===== src/rtl/mem_port_arbiter_pkg.sv =====
// mem_port_arbiter_pkg
// Shared definitions for the IF/MEM memory port arbiter:
//   - arbiter FSM state encoding
//   - transaction owner encoding
//   - NOP instruction returned to a fetch that timed out
//   - default response timeout in cycles
package mem_port_arbiter_pkg;

   typedef enum logic [1:0] {
      IDLE      = 2'd0,
      WAIT_GNT  = 2'd1,
      WAIT_RESP = 2'd2
   } arb_state_e;

   typedef enum logic {
      OWN_IF  = 1'b0,
      OWN_MEM = 1'b1
   } owner_e;

   // addi x0, x0, 0
   localparam logic [31:0] NOP_INST = 32'h0000_0013;

   localparam int DEFAULT_TIMEOUT_CYC = 255;

endpackage


===== src/rtl/mem_arb_pick.sv =====
// mem_arb_pick
// Combinational winner select between the fetch and data requesters.
// Optional feature macro: MEM_ARB_RR_EN (round-robin on ties; otherwise MEM wins).
// Ports:
//   if_req_i      fetch request
//   mem_req_i     data request
//   last_owner_i  owner granted most recently (only used for round-robin)
//   valid_o       at least one request present
//   owner_o       selected owner (meaningful when valid_o=1)
module mem_arb_pick
   import mem_port_arbiter_pkg::*;
(
   input  logic   if_req_i,
   input  logic   mem_req_i,
   input  owner_e last_owner_i,
   output logic   valid_o,
   output owner_e owner_o
);

   // Winner select; on a tie the round-robin build favours whoever was not granted last.
   always_comb begin
      valid_o = if_req_i | mem_req_i;
      owner_o = OWN_MEM;
`ifdef MEM_ARB_RR_EN
      if (if_req_i && mem_req_i) begin
         owner_o = (last_owner_i == OWN_MEM) ? OWN_IF : OWN_MEM;
      end else if (if_req_i) begin
         owner_o = OWN_IF;
      end
`else
      if (if_req_i && !mem_req_i) begin
         owner_o = OWN_IF;
      end
`endif
   end

`ifndef MEM_ARB_RR_EN
   // Fixed priority ignores history.
   logic unused_last_owner;
   assign unused_last_owner = last_owner_i;
`endif

endmodule


===== src/rtl/mem_port_arbiter.sv =====
// mem_port_arbiter
// Shares one single-outstanding memory port between instruction fetch (IF)
// and load/store (MEM). Each transaction runs IDLE -> WAIT_GNT -> WAIT_RESP.
// Stale fetch responses after a redirect are dropped; a response that never
// arrives is replaced by a NOP/zero return with a bus_err_o pulse.
// Optional feature macro: MEM_ARB_RR_EN (round-robin tie break with last_owner).
// Ports:
//   clk_i, rst_i           clock, synchronous active-low reset
//   if_*_i / if_*_o        fetch request, grant, response, redirect flush
//   mem_*_i / mem_*_o      load/store request, grant, response
//   bus_*_o                registered request to the memory slave
//   bus_gnt_i, bus_rvalid_i, bus_rdata_i  slave accept and response
//   busy_o                 transaction in progress
//   bus_err_o              response timeout pulse
module mem_port_arbiter
   import mem_port_arbiter_pkg::*;
#(
   parameter int ADDR_W      = 64,
   parameter int DATA_W      = 64,
   parameter int INST_W      = 32,
   parameter int TIMEOUT_CYC = DEFAULT_TIMEOUT_CYC
) (
   input  logic                clk_i,
   input  logic                rst_i,
   input  logic                if_req_i,
   input  logic [ADDR_W-1:0]   if_addr_i,
   input  logic                if_flush_i,
   output logic                if_gnt_o,
   output logic                if_rvalid_o,
   output logic [INST_W-1:0]   if_rdata_o,
   input  logic                mem_req_i,
   input  logic                mem_we_i,
   input  logic [ADDR_W-1:0]   mem_addr_i,
   input  logic [DATA_W-1:0]   mem_wdata_i,
   input  logic [DATA_W/8-1:0] mem_wmask_i,
   output logic                mem_gnt_o,
   output logic                mem_rvalid_o,
   output logic [DATA_W-1:0]   mem_rdata_o,
   output logic                bus_req_o,
   output logic                bus_we_o,
   output logic [ADDR_W-1:0]   bus_addr_o,
   output logic [DATA_W-1:0]   bus_wdata_o,
   output logic [DATA_W/8-1:0] bus_wmask_o,
   input  logic                bus_gnt_i,
   input  logic                bus_rvalid_i,
   input  logic [DATA_W-1:0]   bus_rdata_i,
   output logic                busy_o,
   output logic                bus_err_o
);

   localparam int CNT_W = $clog2(TIMEOUT_CYC + 1);

   arb_state_e          state_q, state_d;
   owner_e              owner_q, owner_d;
   logic                drop_q, drop_d;
   logic [CNT_W-1:0]    cnt_q, cnt_d;
   logic                bus_req_q, bus_req_d;
   logic                bus_we_q, bus_we_d;
   logic [ADDR_W-1:0]   bus_addr_q, bus_addr_d;
   logic [DATA_W-1:0]   bus_wdata_q, bus_wdata_d;
   logic [DATA_W/8-1:0] bus_wmask_q, bus_wmask_d;
   logic                pick_valid;
   owner_e              pick_owner;
   owner_e              last_owner;
   logic                timeout;

`ifdef MEM_ARB_RR_EN
   owner_e last_owner_q, last_owner_d;
   assign last_owner = last_owner_q;
`else
   assign last_owner = OWN_IF;
`endif

   mem_arb_pick u_pick (
      .if_req_i     (if_req_i),
      .mem_req_i    (mem_req_i),
      .last_owner_i (last_owner),
      .valid_o      (pick_valid),
      .owner_o      (pick_owner)
   );

   // The counter starts at 0 in the first WAIT_RESP cycle, so TIMEOUT_CYC-1
   // marks the last cycle we are willing to wait.
   assign timeout = (cnt_q == CNT_W'(TIMEOUT_CYC - 1));

   // Next-state logic plus the combinational grant and response pass-through.
   always_comb begin
      state_d      = state_q;
      owner_d      = owner_q;
      drop_d       = drop_q;
      cnt_d        = cnt_q;
      bus_req_d    = bus_req_q;
      bus_we_d     = bus_we_q;
      bus_addr_d   = bus_addr_q;
      bus_wdata_d  = bus_wdata_q;
      bus_wmask_d  = bus_wmask_q;
`ifdef MEM_ARB_RR_EN
      last_owner_d = last_owner_q;
`endif
      if_gnt_o     = 1'b0;
      mem_gnt_o    = 1'b0;
      if_rvalid_o  = 1'b0;
      mem_rvalid_o = 1'b0;
      if_rdata_o   = '0;
      mem_rdata_o  = '0;
      bus_err_o    = 1'b0;

      case (state_q)
         IDLE: begin
            drop_d = 1'b0;
            if (pick_valid) begin
               state_d   = WAIT_GNT;
               bus_req_d = 1'b1;
               owner_d   = pick_owner;
`ifdef MEM_ARB_RR_EN
               last_owner_d = pick_owner;
`endif
               if (pick_owner == OWN_MEM) begin
                  mem_gnt_o   = 1'b1;
                  bus_we_d    = mem_we_i;
                  bus_addr_d  = mem_addr_i;
                  bus_wdata_d = mem_wdata_i;
                  bus_wmask_d = mem_wmask_i;
               end else begin
                  if_gnt_o    = 1'b1;
                  bus_we_d    = 1'b0;
                  bus_addr_d  = if_addr_i;
                  bus_wdata_d = '0;
                  bus_wmask_d = '0;
                  // A redirect in the grant cycle already makes this fetch stale.
                  drop_d      = if_flush_i;
               end
            end
         end
         WAIT_GNT: begin
            if (owner_q == OWN_IF && if_flush_i) begin
               drop_d = 1'b1;
            end
            if (bus_gnt_i) begin
               bus_req_d = 1'b0;
               cnt_d     = '0;
               state_d   = WAIT_RESP;
            end
         end
         WAIT_RESP: begin
            cnt_d = cnt_q + CNT_W'(1);
            if (owner_q == OWN_IF && if_flush_i) begin
               drop_d = 1'b1;
            end
            // A real response beats a timeout landing in the same cycle.
            if (bus_rvalid_i || timeout) begin
               state_d   = IDLE;
               drop_d    = 1'b0;
               bus_err_o = ~bus_rvalid_i;
               if (owner_q == OWN_MEM) begin
                  mem_rvalid_o = 1'b1;
                  mem_rdata_o  = bus_rvalid_i ? bus_rdata_i : '0;
               end else if (!(drop_q || if_flush_i)) begin
                  if_rvalid_o = 1'b1;
                  if (!bus_rvalid_i) begin
                     if_rdata_o = NOP_INST;
                  end else if (bus_addr_q[2]) begin
                     if_rdata_o = bus_rdata_i[INST_W +: INST_W];
                  end else begin
                     if_rdata_o = bus_rdata_i[0 +: INST_W];
                  end
               end
            end
         end
         default: begin
            state_d = IDLE;
         end
      endcase

      // Keep every combinational output quiet while reset is held.
      if (!rst_i) begin
         if_gnt_o     = 1'b0;
         mem_gnt_o    = 1'b0;
         if_rvalid_o  = 1'b0;
         mem_rvalid_o = 1'b0;
         if_rdata_o   = '0;
         mem_rdata_o  = '0;
         bus_err_o    = 1'b0;
      end
   end

   // State and bus registers; reset abandons any transaction in flight.
   always_ff @(posedge clk_i) begin
      if (!rst_i) begin
         state_q     <= IDLE;
         owner_q     <= OWN_IF;
         drop_q      <= 1'b0;
         cnt_q       <= '0;
         bus_req_q   <= 1'b0;
         bus_we_q    <= 1'b0;
         bus_addr_q  <= '0;
         bus_wdata_q <= '0;
         bus_wmask_q <= '0;
`ifdef MEM_ARB_RR_EN
         last_owner_q <= OWN_IF;
`endif
      end else begin
         state_q     <= state_d;
         owner_q     <= owner_d;
         drop_q      <= drop_d;
         cnt_q       <= cnt_d;
         bus_req_q   <= bus_req_d;
         bus_we_q    <= bus_we_d;
         bus_addr_q  <= bus_addr_d;
         bus_wdata_q <= bus_wdata_d;
         bus_wmask_q <= bus_wmask_d;
`ifdef MEM_ARB_RR_EN
         last_owner_q <= last_owner_d;
`endif
      end
   end

   assign bus_req_o   = bus_req_q;
   assign bus_we_o    = bus_we_q;
   assign bus_addr_o  = bus_addr_q;
   assign bus_wdata_o = bus_wdata_q;
   assign bus_wmask_o = bus_wmask_q;
   assign busy_o      = (state_q != IDLE);

endmodule


===== config.mk =====
export PLATFORM = sky130hd
export DESIGN_NAME = mem_port_arbiter
export DESIGN_NICKNAME = d
export VERILOG_FILES = /design/src/rtl/mem_port_arbiter_pkg.sv /design/src/rtl/mem_arb_pick.sv /design/src/rtl/mem_port_arbiter.sv
export SDC_FILE = /design/constraint.sdc
export NUM_CORES = 1
export LEC_CHECK = 0
export ABC_AREA = 0
export CELL_PAD_IN_SITES_DETAIL_PLACEMENT = 1
export CELL_PAD_IN_SITES_GLOBAL_PLACEMENT = 1
export CORE_AREA = 2 2 200 202
export DETAILED_ROUTE_END_ITERATION = 10
export DIE_AREA = 0 0 202 204
export MAX_ROUTING_LAYER = met4
export PLACE_DENSITY = 0.63
export REMOVE_ABC_BUFFERS = 1
export SETUP_SLACK_MARGIN = 0.15
export SYNTH_ARGS = -nofsm -noshare
export SYNTH_HDL_FRONTEND = slang
export SYNTH_SLANG_ARGS = --single-unit

===== constraint.sdc =====
create_clock -name clk_i -period 1.9 [get_ports clk_i]
set_input_delay 0.38 -clock clk_i [delete_from_list [all_inputs] [get_ports clk_i]]
set_output_delay 0.38 -clock clk_i [all_outputs]
set_load 0.005 [all_outputs]

==> impl_metrics.env <==
export IMPL_arrival_ns=2.19
export IMPL_switching_share_pct=32.67
export IMPL_min_delay_start="bus_req_o$_SDFFE_PN0P_"
export IMPL_violations="setup timing"
export IMPL_rows=73
export IMPL_sequentialPowerShare_pct=27.0
export IMPL_crit_type="flip-flop to output pin"
export IMPL_relSlewSlack_pct=60.03
export IMPL_overflow=0
export IMPL_rsz0062_at_grt="true"
export IMPL_die_height_um=204
export IMPL_synthCells=689
export IMPL_worst_hold_slack_ns=0.4717
export IMPL_tightest_slew_ns=0.5828
export IMPL_hpwl_um=25900
export IMPL_path_clk_slew_ns=0.06
export IMPL_min_to="bus_req_o$_SDFFE_PN0P_"
export IMPL_finalWorstSetupSlack_ns=-0.6717
export IMPL_wire_per_inst_um=21.57
export IMPL_p_int_mw=11.39
export IMPL_ys_types=40
export IMPL_syn_area_per_cell_um2=10.05
export IMPL_htree_num_levels=4
export IMPL_grt_antenna_before_repair=2
export IMPL_ys_seq_area_share_pct=43.34
export IMPL_cts_tree="built"
export IMPL_nFillCells=4201
export IMPL_dpl_cell_count=1737
export IMPL_crit_required_ns=1.52
export IMPL_combPwrFrac_pct=51.2
export IMPL_r2r_cells=15
export IMPL_final_antenna_net_count=0
export IMPL_layoutNonFillerInstCount=1862
export IMPL_cp_end_kind="output pin"
export IMPL_ctsHoldBuffers=0
export IMPL_finalCriticalPeriod_ns=2.572
export IMPL_cts_root_buf="clkbuf_16"
export IMPL_switchingPower_mw=5.528
export IMPL_chipWidth_um=202
export IMPL_multi_input_area_um2=4399
export IMPL_place_gp_congestion=0.8427
export IMPL_drv_slew=0
export IMPL_drc=0
export IMPL_power_per_cell_area_nw_per_um2=1035
export IMPL_cts_buffers=17
export IMPL_synthArstFlopShare_pct=0
export IMPL_worstReg2RegEnd="bus_wdata_o[43]$_SDFFE_PN0P_"
export IMPL_nNetsFinal=1603
export IMPL_clock_path_buffers=2
export IMPL_ioPinCount=512
export IMPL_grtUsageTotal_pct=18.46
export IMPL_yosys_warnings=0
export IMPL_io_buffers=511
export IMPL_grt_pass1_wl_um=55160
export IMPL_drv_cap=0
export IMPL_grt_max_degree=70
export IMPL_start_util_pct=17.68
export IMPL_synth_seq_cells=150
export IMPL_vias_per_cell=4.318
export IMPL_finalClockSkew_ns=0.007313
export IMPL_rrSetupSlack_ns=-0.17
export IMPL_leakage_nw=6.479
export IMPL_finalHoldViolations=0
export IMPL_synth_edf_count=0
export IMPL_min_period_over_period_pct=135.4
export IMPL_core_area_um2=39180
export IMPL_die_area_um2=41210
export IMPL_reg2reg_from="state_q[0]$_SDFFE_PN0P_"
export IMPL_setup_violations=163
export IMPL_holdPathStages=2
export IMPL_crit_fanout=8
export IMPL_min_path_type="flip-flop to flip-flop"
export IMPL_vias=8041
export IMPL_grt_pass1_vias=8634
export IMPL_vdd_drop_max_mv=0.5713
export IMPL_clock_latency_ns=0.44
export IMPL_pwr_share_clk_pct=21.8
export IMPL_status="finished with violations"
export IMPL_cts_sinks=150
export IMPL_ys_flop_type="dfxtp_1"
export IMPL_area_delta_synth_final_pct=136.0
export IMPL_fmax_ghz=0.3888
export IMPL_dr_pass1_iters=4
export IMPL_netlist_area_um2=6928
export IMPL_drt_iter0_markers=200
export IMPL_regArea_um2=3015
export IMPL_routed_wl_um=40160
export IMPL_final_layout_size_suffix_gt1_share_pct=40.27
export IMPL_start_kind="flip-flop"
==> critical path, stage by stage, from the launching register on <==
cell and delay, ns:
dfxtp_2 0.33, inv_2 0.05, ha_4 0.17, buf_6 0.12, buf_6 0.10, and4_4 0.20
buf_6 0.13, buf_6 0.11, buf_12 0.12, buf_16 0.14, and2_4 0.16, buf_6 0.11
==> flip-flops by register name, indices dropped and copies added (netlist names), 2 cells and up <==
| register | count |
|---|---|
| cnt_q | 8 |
| state_q | 2 |
| bus_wmask_o | 8 |
| bus_wdata_o | 64 |
| bus_addr_o | 64 |
==> cell usage after synthesis (8+ instances only) <==
master / instances / share of area [%]
a21oi_1: 11 / 0.79
clkbuf_1: 15 / 0.81
buf_2: 35 / 2.5
mux2i_1: 98 / 14
a211oi_1: 26 / 2.8
nor2_1: 97 / 5.3
nand2_1: 13 / 0.70
dfxtp_1: 150 / 43
inv_1: 8 / 0.43
and2_1: 65 / 5.9
a211oi_2: 40 / 7.2
a22o_1: 73 / 9.2
==> cell type report <==
cell class	instances	share of cell area, %
antenna	1	0.01531
clock buffer	23	2.923
clock inverter	8	0.8954
inverter	10	0.2832
multi-input combinational	469	26.91
sequential	150	18.44
tap	525	4.018
timing repair buffer	676	46.51
==> worst max path at each step <==
| stage | endpoint | cells after the start | from | slack (ns) |
|---|---|---|---|---|
| CTS | if_rdata_o[13] | 10 | state_q[0]$_SDFFE_PN0P_ | -0.75 |
| global placement | mem_rvalid_o | 6 | rst_i | -0.78 |
| finish | mem_rdata_o[39] | 11 | state_q[0]$_SDFFE_PN0P_ | -0.67 |
| floorplan | if_gnt_o | 2 | mem_req_i | -3.47 |
| detailed placement | if_rdata_o[15] | 7 | rst_i | -0.83 |
| global route | mem_rdata_o[39] | 11 | state_q[0]$_SDFFE_PN0P_ | -0.74 |
==> cell usage in the layout, fill, tap and decap left out, types with 18 or more instances in the layout <==
cell type        netlist  final
clkdlybuf4s50_1        0    400
dfxtp_1              150    142
buf_6                  1    111
mux2i_1               98     98
a22o_1                73     73
and2_4                 0     64
a211oi_2              40     61
buf_4                  3     52
nor2_4                 1     47
nor2_2                 1     34
buf_12                 0     30
clkbuf_16              0     29
buf_2                 35     26
buf_16                 0     22
nor2_1                97     18
==> layer usage <==
layer  up-vias  wire, um  GRT usage [%]
met3        65      2000          3.906
met4         0      1375          6.303
li1       3761         -              -
met2       317     21850          34.86
met5         -         0              -
met1      3898     14930          18.84
==> per-stage QoR <==
stage	setup TNS, ns	utilization (%)	instance area (um^2)	power [mW]	setup slack, ns
final	-59.60	41.72	16350	16.92	-0.6717
after global routing	-75.37	41.72	16350	17.79	-0.7403
after CTS	-60.19	38.59	15120	15.50	-0.7490
after detailed placement	-100.59	33.48	13120	10.33	-0.8309
after global placement	-95.38	33.48	13120	10.22	-0.7824
after floorplan	-393.14	-	6590	6.677	-3.472
==> cells by family (layout without fill, tap and decap cells) <==
group,count (synthesis),count (layout),synth area share (%)
simple gates,201,201,14.38
other cells,0,1,0
compound gates,161,161,21.18
fa+ha+maj,7,7,1.264
xor+xnor,2,2,0.2529
mux,98,98,14.16
flops,150,150,43.34
buf+inv,70,717,5.418
==> repair_timing <==
item / in CTS / in global routing
pin swaps: 55 / 93
resized for setup: 619 / 223
gates cloned: 23 / 15
endpoints found under the setup margin: 232 / 271
buffers inserted: 40 / 16
==> power groups by stage <==
| stage | Combinational [mW] | Sequential (mW) | Clock, mW |
|---|---|---|---|
| CTS | 7.24 | 4.45 | 3.81 |
| floorplan | 2.12 | 4.56 | 0 |
| global route | 9.17 | 4.66 | 3.95 |
| detailed placement | 5.87 | 4.46 | 0 |
| finish | 8.66 | 4.57 | 3.69 |
| global placement | 5.79 | 4.43 | 0 |
No activity file was read; power rests on OpenSTA's default activity.
